===== config.mk =====
export PLATFORM = sky130hd
export DESIGN_NAME = gate_panel_debounced
export DESIGN_NICKNAME = d
export VERILOG_FILES = /design/src/rtl/gate_panel_pkg.sv /design/src/rtl/gate_panel_debounced_sw_debounce.sv /design/src/rtl/gate_panel_debounced.sv
export SDC_FILE = /design/constraint.sdc
export NUM_CORES = 1
export LEC_CHECK = 0
export CORE_MARGIN = 2
export CORE_UTILIZATION = 60
export DETAILED_ROUTE_END_ITERATION = 12
export HOLD_SLACK_MARGIN = 0.12
export PLACE_DENSITY = 0.89
export SYNTH_ARGS = -nofsm -noshare
export SYNTH_HDL_FRONTEND = slang
export SYNTH_SLANG_ARGS = --single-unit

===== constraint.sdc =====
create_clock -name clk -period 4.5 [get_ports clk]
set_clock_uncertainty 0.2 [all_clocks]
set_input_delay 0.9 -clock clk [delete_from_list [all_inputs] [get_ports clk]]
set_output_delay 0.9 -clock clk [all_outputs]
set_load 0.005 [all_outputs]

===== src/rtl/gate_panel_pkg.sv =====
// gate_panel_pkg: mode encoding and the per-channel gate function shared by
// the gate panel top level.
package gate_panel_pkg;

    localparam int MODE_W    = 3;
    localparam int NUM_MODES = 6;

    // Mode codes as shown on mode_led; codes 6 and 7 are never produced.
    typedef enum logic [MODE_W-1:0] {
        MODE_OR   = 3'd0,
        MODE_AND  = 3'd1,
        MODE_XOR  = 3'd2,
        MODE_NAND = 3'd3,
        MODE_NOR  = 3'd4,
        MODE_XNOR = 3'd5
    } mode_e;

    // Two-input gate selected by mode; unused codes behave as OR.
    function automatic logic gate_op(input logic [MODE_W-1:0] mode,
                                     input logic a,
                                     input logic b);
        logic y;
        case (mode)
            MODE_AND:  y = a & b;
            MODE_XOR:  y = a ^ b;
            MODE_NAND: y = ~(a & b);
            MODE_NOR:  y = ~(a | b);
            MODE_XNOR: y = ~(a ^ b);
            default:   y = a | b;
        endcase
        return y;
    endfunction

endpackage


===== src/rtl/gate_panel_debounced_sw_debounce.sv =====
// sw_debounce: two-flop synchroniser followed by a mismatch counter. The
// stable level only follows the synchronised input after it has disagreed
// with it for DEBOUNCE_CYCLES consecutive cycles; a registered copy of the
// stable level drives the output.
module sw_debounce #(
    parameter int DEBOUNCE_CYCLES = 16
) (
    input  logic clk,
    input  logic rst,
    input  logic din_i,
    output logic dout_o
);

    localparam int CNT_W = $clog2(DEBOUNCE_CYCLES + 1);

    logic             s1_q;
    logic             s2_q;
    logic             stable_q;
    logic             level_q;
    logic [CNT_W-1:0] cnt_q;

    // Synchronise, count consecutive mismatches, and commit the new level.
    // NOTE: every flop here uses <= so all stages sample the pre-edge values;
    // blocking assignments would collapse the synchroniser into one stage.
    always_ff @(posedge clk) begin
        if (rst) begin
            s1_q     <= 1'b0;
            s2_q     <= 1'b0;
            stable_q <= 1'b0;
            level_q  <= 1'b0;
            cnt_q    <= '0;
        end else begin
            s1_q    <= din_i;
            s2_q    <= s1_q;
            level_q <= stable_q;
            if (s2_q == stable_q) begin
                cnt_q <= '0;
            end else if (cnt_q == CNT_W'(DEBOUNCE_CYCLES - 1)) begin
                stable_q <= s2_q;
                cnt_q    <= '0;
            end else begin
                cnt_q <= cnt_q + CNT_W'(1);
            end
        end
    end

    assign dout_o = level_q;

endmodule


===== src/rtl/gate_panel_debounced.sv =====
// gate_panel_debounced: board top. Debounces 2*CHANNELS switches and the
// mode button, steps a gate-mode FSM on each debounced button press and
// drives one registered LED per channel.
// Optional build macro GATE_PANEL_EVT_CNT_EN enables the saturating LED
// change counter on evt_cnt; without it evt_cnt is tied to zero.
module gate_panel_debounced
    import gate_panel_pkg::*;
#(
    parameter int CHANNELS        = 8,
    parameter int DEBOUNCE_CYCLES = 16
) (
    input  logic                  clk,
    input  logic                  rst,
    input  logic [2*CHANNELS-1:0] sw,
    input  logic                  btn_mode,
    output logic [CHANNELS-1:0]   led,
    output logic [MODE_W-1:0]     mode_led,
    output logic [15:0]           evt_cnt
);

    logic [2*CHANNELS-1:0] deb_sw;
    logic                  deb_btn;
    logic                  btn_d_q;
    logic                  btn_rise;
    mode_e                 mode_q;
    mode_e                 mode_d;
    logic [CHANNELS-1:0]   led_q;
    logic [CHANNELS-1:0]   led_d;

    for (genvar g = 0; g < 2*CHANNELS; g++) begin : g_sw_deb
        sw_debounce #(.DEBOUNCE_CYCLES(DEBOUNCE_CYCLES)) u_deb (
            .clk    (clk),
            .rst    (rst),
            .din_i  (sw[g]),
            .dout_o (deb_sw[g])
        );
    end

    sw_debounce #(.DEBOUNCE_CYCLES(DEBOUNCE_CYCLES)) u_btn_deb (
        .clk    (clk),
        .rst    (rst),
        .din_i  (btn_mode),
        .dout_o (deb_btn)
    );

    assign btn_rise = deb_btn & ~btn_d_q;

    // Mode FSM next state: advance once per debounced press, wrap after XNOR.
    // NOTE: next state is defaulted to the current state first so no path
    // through this block leaves mode_d unassigned (no latch).
    always_comb begin
        mode_d = mode_q;
        if (btn_rise) begin
            case (mode_q)
                MODE_OR:   mode_d = MODE_AND;
                MODE_AND:  mode_d = MODE_XOR;
                MODE_XOR:  mode_d = MODE_NAND;
                MODE_NAND: mode_d = MODE_NOR;
                MODE_NOR:  mode_d = MODE_XNOR;
                default:   mode_d = MODE_OR;
            endcase
        end
    end

    // Per-channel gate result from the current mode and debounced levels.
    always_comb begin
        led_d = '0;
        for (int i = 0; i < CHANNELS; i++) begin
            led_d[i] = gate_op(mode_q, deb_sw[2*i], deb_sw[2*i+1]);
        end
    end

    // Mode register, button edge history and LED output register.
    always_ff @(posedge clk) begin
        if (rst) begin
            mode_q  <= MODE_OR;
            btn_d_q <= 1'b0;
            led_q   <= '0;
        end else begin
            mode_q  <= mode_d;
            btn_d_q <= deb_btn;
            led_q   <= led_d;
        end
    end

    assign led      = led_q;
    assign mode_led = mode_q;

`ifdef GATE_PANEL_EVT_CNT_EN
    logic [15:0] evt_q;
    logic [15:0] evt_d;

    // Count cycles in which the LED register is about to change; saturate.
    always_comb begin
        evt_d = evt_q;
        if ((led_d != led_q) && (evt_q != 16'hFFFF)) begin
            evt_d = evt_q + 16'd1;
        end
    end

    // Event counter register.
    always_ff @(posedge clk) begin
        if (rst) begin
            evt_q <= 16'h0000;
        end else begin
            evt_q <= evt_d;
        end
    end

    assign evt_cnt = evt_q;
`else
    assign evt_cnt = 16'h0000;
`endif

endmodule


== After elaboration in Yosys (flattened, before gate mapping) ==
Index checks and enable logic that the tools add are counted.
Storage, ports and cells
  flip-flop bits (word level): 165
  input port bits: 19
  output and inout bits: 27
  logic and storage cells: 255
Operators by class
  add/sub/neg operators: 17
  equal/unequal tests: 39
  muxes and demuxes: 9
  bitwise operators: 67
  reductions and logical operators: 35
Operators with widths (count)
  adder 5 x 1 -> 5 bit, second input constant: 17
  equality test 5 x 4 -> 1 bit, second input constant: 17
  OR reduction 3 bit: 17
  inverter 1 bit: 42
  one-hot mux 1 bit (5 select lines): 8
  AND reduction 2 bit: 17
  equality test 1 bit: 17
  one-hot mux 3 bit (5 select lines): 1
  AND 1 bit: 9
  OR 1 bit: 8
  bitwise XOR 1 bit: 8
  equality test 3 x 2 -> 1 bit, second input constant: 2
  equality test 3 bit, second input constant: 2
  equality test 3 x 1 -> 1 bit, second input constant: 1
  logical NOT 3 bit: 1

== Logic depth before layout (Yosys ltp) ==
  depth after elaboration: 3
  mapped depth: 5
  mapped depth without buffers: 5

== Cells and area by module ==
A second synthesis with hierarchy kept.
Unflattened totals
  cells, all modules: 653
  area total of the unflattened synthesis: 6660.1 sq um
By module, submodules not included
  sw_debounce: instances 17, cells each 29, area each 312.8 sq um, sequential area each 180.2 sq um
  gate_panel_debounced: instances 1, cells each 160, area each 1342.5 sq um, sequential area each 240.2 sq um

== Worst setup path after synthesis ==
No wires, ideal clock.
  kind: input port to flip-flop
  from: input port rst
  to: register g_sw_deb[11].u_deb.cnt_q[2]
  library setup time: 0.064 ns
  arrival: 1.520 ns
  data required time: 4.236 ns
  path slack: 2.715 ns
  cell stages on the path: 3
  buffers on the path: 1
  cell sequence: buf_2 -> or3_4 -> nor2_1
Between the ends
  longest elaborated chain between the ends: 1
RTL lines
  start: declaration: line gate_panel_debounced.sv:13  | input logic rst,
  OR reduction 3 bit (no source line)
  end signal: assignment: line gate_panel_debounced_sw_debounce.sv:42  | cnt_q <= cnt_q + CNT_W'(1);
  end: declaration: line gate_panel_debounced_sw_debounce.sv:20  | logic [CNT_W-1:0] cnt_q;
No other way between the ends.
A chain may end at the register's enable or synchronous reset.

== Worst setup path after layout ==
  from: register mode_q[2] (netlist: mode_led[2])
  to: output port mode_led[2]
RTL lines
  start: declaration: line gate_panel_debounced.sv:25  | mode_e mode_q;
  start signal: assignment: line gate_panel_debounced.sv:80  | mode_q <= mode_d;
  end: declaration: line gate_panel_debounced.sv:17  | output logic [MODE_W-1:0] mode_led,
No word-level cell between the ends.

==> impl_results.rst <==
.. list-table::
   :header-rows: 1

   * - Metric
     - Value
   * - Average cell area after synthesis
     - around 10 um2
   * - DRT antenna net count
     - 0
   * - Drt first-iter violations
     - 195
   * - Clock Path Buffers
     - 2
   * - LEAKAGE
     - 2.99 nW
   * - Number of failing setup endpoints in the final timing report
     - 0
   * - Sequential cell area fraction in the yosys report
     - 49.5%
   * - Overflow left after global routing
     - 0
   * - Clock latency at the later pin of the worst-skew pair
     - 0.54 ns
   * - Worst reg2reg endpoint
     - led[5]
   * - Max-cap violations
     - 0
   * - Initial cell density of the core
     - 61.5%
   * - Filler cell count
     - 743
   * - Wirelength, routed
     - 10,900 um
   * - Worst endpoint required time
     - 3.40 ns
   * - # clock sinks
     - approximately 170
   * - Hold Crit Endpoint
     - g_sw_deb[8].u_deb.s2_q
   * - All-layer global routing usage
     - about a fifth
   * - Post-synth top area share
     - 49.5%
   * - Ranking of synthesized cells by area
     - sky130_fd_sc_hd__dfxtp_1 50%, sky130_fd_sc_hd__ha_1 9.4%, sky130_fd_sc_hd__nor2_1 5.8%
   * - Fmax
     - 310 MHz
   * - Chain of cells forming the critical path
     - clkdlybuf4s50_1
   * - Minimum clock period
     - around 3.2 ns
   * - Longest individual stage delay on the worst path
     - 0.94 ns
   * - Antenna cells
     - 0
   * - Clock-pin slew reported for the worst setup and hold paths after clock tree synthesis
     - ~0.060 ns
   * - Area delta synth->final
     - 12.4%
   * - Origin of the critical flop-to-flop path
     - mode_led[2]
   * - Core Rows
     - 38
   * - Critical path class
     - flop to output port
   * - Post-cts sizing count
     - 0
   * - Initial antenna violation count
     - 0
   * - Number of buffer cells added on primary ports
     - 29
   * - Worst hold start
     - g_sw_deb[8].u_deb.s1_q
   * - Endpoint arrival time on the critical path
     - 2.13 ns
   * - DR vias
     - 4,285
   * - Wire per inst
     - between 10 and 15 um
   * - Worst hold margin
     - approximately 0.24 ns
   * - Outcome
     - completed
   * - Power density normalized to cell area
     - 391 nW/um2
   * - Die boundary width
     - 109 um
   * - Total half-perimeter wirelength after legalization and detailed placement
     - 6990 um
   * - CTS Hold Buffers Added
     - 0
   * - Critical Path Slowest Stage Cell
     - sky130_fd_sc_hd__dfxtp_1
   * - Number of setup buffers added after CTS
     - 0
   * - Vias per std cell
     - between 5 and 6
   * - Share of power burned in registers
     - 51.1%
   * - Critical path fanouts, max
     - 23
   * - Internal cell power
     - 0.00233 W
   * - Power share of the clock group
     - 45.9%
   * - CTS tree
     - yes
   * - Top-level port count
     - 46
   * - Area enclosed by the die boundary
     - 12,000 um2
   * - CTS H-Tree Depth
     - 4
   * - Worst hold path class
     - flop to flop
   * - Combinational Power Share
     - 3.0%
   * - Area leader, netlist
     - sky130_fd_sc_hd__dfxtp_1
   * - Synth Register Bits
     - 165
   * - Weighted congestion reported at the end of routability-driven placement
     - around 0.70
   * - Die height
     - 109 um
   * - Global-route wire length before repair
     - 18,000 um
   * - Synth Flop Type
     - sky130_fd_sc_hd__dfxtp_1
   * - Core region area
     - about 11,000 um2
   * - Max-slew violation total from the final report
     - 0
   * - Switching power
     - 0.000607 W
   * - Async SR Flop Fraction
     - 0%
   * - Setup slack of the most critical reg-to-reg path
     - 2.39 ns
   * - RSZ-0062 raised after global routing
     - false
   * - Worst slew pin tran
     - 0.990 ns
   * - Number of instances on the worst hold path
     - 1
   * - Crit path depth
     - 1
   * - Total buffers and inverters traversed by the critical path
     - 1
   * - CTS root buffer
     - sky130_fd_sc_hd__clkbuf_8
   * - Share of final-layout standard cells stronger than drive strength 1
     - 7.11%
   * - Number of buffers added by the clock tree synthesis step
     - 17
   * - Aggregate negative setup slack
     - 0 ns
   * - Final worst-path cycle share
     - a little under three quarters
   * - Initial DRT Pass Iterations
     - 5
   * - Number of hold-slack violations in the final timing report
     - 0
   * - Layout Nets
     - 761
   * - Largest voltage drop on the vdd net
     - 0.270 mV
   * - Top cell family by delay on the critical path
     - flip-flops
   * - Count of yosys warnings during synthesis
     - 0
   * - Worst reg2reg path depth
     - 3
   * - Count of distinct cell types in the synthesized netlist
     - 31
   * - Vias in the first global route
     - 4,249
   * - Post-synth EDFFs
     - 0
   * - Gate count after technology mapping
     - 662
   * - Startpoint Class
     - flop
   * - Switching share of power
     - 20.7%
   * - Pin count of the biggest net entering global routing
     - a little under 100
   * - Combined area of all synthesized cells
     - 6670 um2
   * - Post-route DRC
     - 0
   * - Max-slew headroom at the worst pin
     - 34.0%
   * - Crit path capture type
     - output port
[worst max path at each step]
stage / end / startpoint / slack [ns]
after floorplan: g_sw_deb[11].u_deb.cnt_q[2] / rst / 2.72
after global placement: mode_led[2] / mode_led[2] / 1.89
after detailed placement: mode_led[2] / mode_led[2] / 1.86
after CTS: mode_led[2] / mode_led[2] / 1.28
after global routing: mode_led[2] / mode_led[2] / 1.20
final: mode_led[2] / mode_led[2] / 1.27
[registers in the layout (all words and copies together) (netlist names)]
| register | cells |
|---|---|
| btn_d_q | 1 |
| g_sw_deb.u_deb.cnt_q | 80 |
| g_sw_deb.u_deb.stable_q | 16 |
| mode_led | 3 |
| u_btn_deb.s2_q | 1 |
| g_sw_deb.u_deb.s2_q | 16 |
| u_btn_deb.cnt_q | 5 |
| led | 8 |
| g_sw_deb.u_deb.dout_o | 16 |
| u_btn_deb.s1_q | 1 |
| u_btn_deb.dout_o | 1 |
| u_btn_deb.stable_q | 1 |
| g_sw_deb.u_deb.s1_q | 16 |
[kinds of logic (layout without fill, tap and decap cells)]
| logic type | Yosys count | in the layout | share of synthesized area (%) |
|---|---|---|---|
| compound gates | 31 | 31 | 3.53 |
| mux | 17 | 17 | 2.55 |
| flops | 165 | 165 | 49.5 |
| buf+inv | 93 | 119 | 7.03 |
| fa+ha+maj | 50 | 50 | 9.38 |
| simple gates | 254 | 254 | 21.2 |
| other cells | 1 | 16 | 0.0562 |
| xor+xnor | 51 | 51 | 6.70 |
[through the flow]
stage | total power (W) | instances | util [%] | instance area, um2 | setup WS (ns)
after floorplan | 0.00159 | 677 | - | 6730 | 2.72
after global placement | 0.00161 | 813 | 64.1 | 6950 | 1.89
after detailed placement | 0.00162 | 813 | 64.1 | 6950 | 1.86
after CTS | 0.00294 | 843 | 69.2 | 7500 | 1.28
after global routing | 0.00301 | 843 | 69.2 | 7500 | 1.20
final | 0.00293 | 843 | 69.2 | 7500 | 1.27
[cell usage in the layout (no fill, tap or decap), types with 2 or more instances in the layout]
| master | synthesis | routed |
|---|---|---|
| sky130_fd_sc_hd__a21oi_1 | 3 | 3 |
| sky130_fd_sc_hd__a31oi_1 | 16 | 16 |
| sky130_fd_sc_hd__and3_1 | 17 | 17 |
| sky130_fd_sc_hd__buf_4 | 16 | 2 |
| sky130_fd_sc_hd__bufinv_16 | 0 | 2 |
| sky130_fd_sc_hd__clkbuf_1 | 1 | 3 |
| sky130_fd_sc_hd__clkbuf_16 | 0 | 16 |
| sky130_fd_sc_hd__clkbuf_8 | 0 | 2 |
| sky130_fd_sc_hd__clkdlybuf4s50_1 | 0 | 28 |
| sky130_fd_sc_hd__clkinv_2 | 0 | 3 |
| sky130_fd_sc_hd__clkinvlp_4 | 0 | 3 |
| sky130_fd_sc_hd__conb_1 | 1 | 16 |
| sky130_fd_sc_hd__dfxtp_1 | 165 | 165 |
| sky130_fd_sc_hd__ha_1 | 50 | 50 |
| sky130_fd_sc_hd__inv_1 | 58 | 58 |
| sky130_fd_sc_hd__mux2i_1 | 17 | 17 |
| sky130_fd_sc_hd__nand2_1 | 2 | 2 |
| sky130_fd_sc_hd__nand2b_1 | 33 | 33 |
| sky130_fd_sc_hd__nand3_1 | 17 | 17 |
| sky130_fd_sc_hd__nor2_1 | 103 | 103 |
| sky130_fd_sc_hd__nor2b_1 | 54 | 54 |
| sky130_fd_sc_hd__nor3b_2 | 7 | 7 |
| sky130_fd_sc_hd__o221a_1 | 8 | 8 |
| sky130_fd_sc_hd__or3_1 | 5 | 5 |
| sky130_fd_sc_hd__or3_4 | 12 | 12 |
| sky130_fd_sc_hd__xnor2_1 | 34 | 34 |
| sky130_fd_sc_hd__xor2_1 | 17 | 17 |
[Yosys cell counts, types with 2 or more instances]
library cell               count
sky130_fd_sc_hd__inv_1        58
sky130_fd_sc_hd__nand2b_1     33
sky130_fd_sc_hd__nor3b_2       7
sky130_fd_sc_hd__dfxtp_1     165
sky130_fd_sc_hd__or3_1         5
sky130_fd_sc_hd__xor2_1       17
sky130_fd_sc_hd__ha_1         50
sky130_fd_sc_hd__nand2_1       2
sky130_fd_sc_hd__and3_1       17
sky130_fd_sc_hd__buf_4        16
sky130_fd_sc_hd__nor2b_1      54
sky130_fd_sc_hd__xnor2_1      34
sky130_fd_sc_hd__mux2i_1      17
sky130_fd_sc_hd__buf_6         6
sky130_fd_sc_hd__buf_2        12
sky130_fd_sc_hd__or3_4        12
sky130_fd_sc_hd__nor2_1      103
sky130_fd_sc_hd__nand3_1      17
sky130_fd_sc_hd__o221a_1       8
sky130_fd_sc_hd__a21oi_1       3
sky130_fd_sc_hd__a31oi_1      16
[layout make-up]
class,count,area [um2],share of cell area (%)
Clock buffer,21,439,5.86
Inverter,58,218,2.90
Tap cell,140,175,2.34
Sequential cell,165,3300,44.1
Timing Repair Buffer,31,300,4.01
Clock inverter,9,106,1.42
Multi-Input combinational cell,419,2960,39.4
[metal layers]
metal | routed length [um] | global-route usage (%) | vias up
li1 | - | - | 2151
met3 | 483 | 6.34 | 27
met2 | 5650 | 35.2 | 97
met1 | 4540 | 20.5 | 2010
met5 | 0 | 0 | -
met4 | 213 | 8.50 | 0
[power groups by stage]
stage | registers (W) | clock network [W] | logic [W]
final | 0.00150 | 0.00135 | 0.0000879
after global routing | 0.00150 | 0.00142 | 0.0000978
after CTS | 0.00150 | 0.00136 | 0.0000881
after detailed placement | 0.00153 | 0 | 0.0000866
after global placement | 0.00153 | 0 | 0.0000839
after floorplan | 0.00153 | 0 | 0.0000669
No activity file was read; power rests on OpenSTA's default activity.
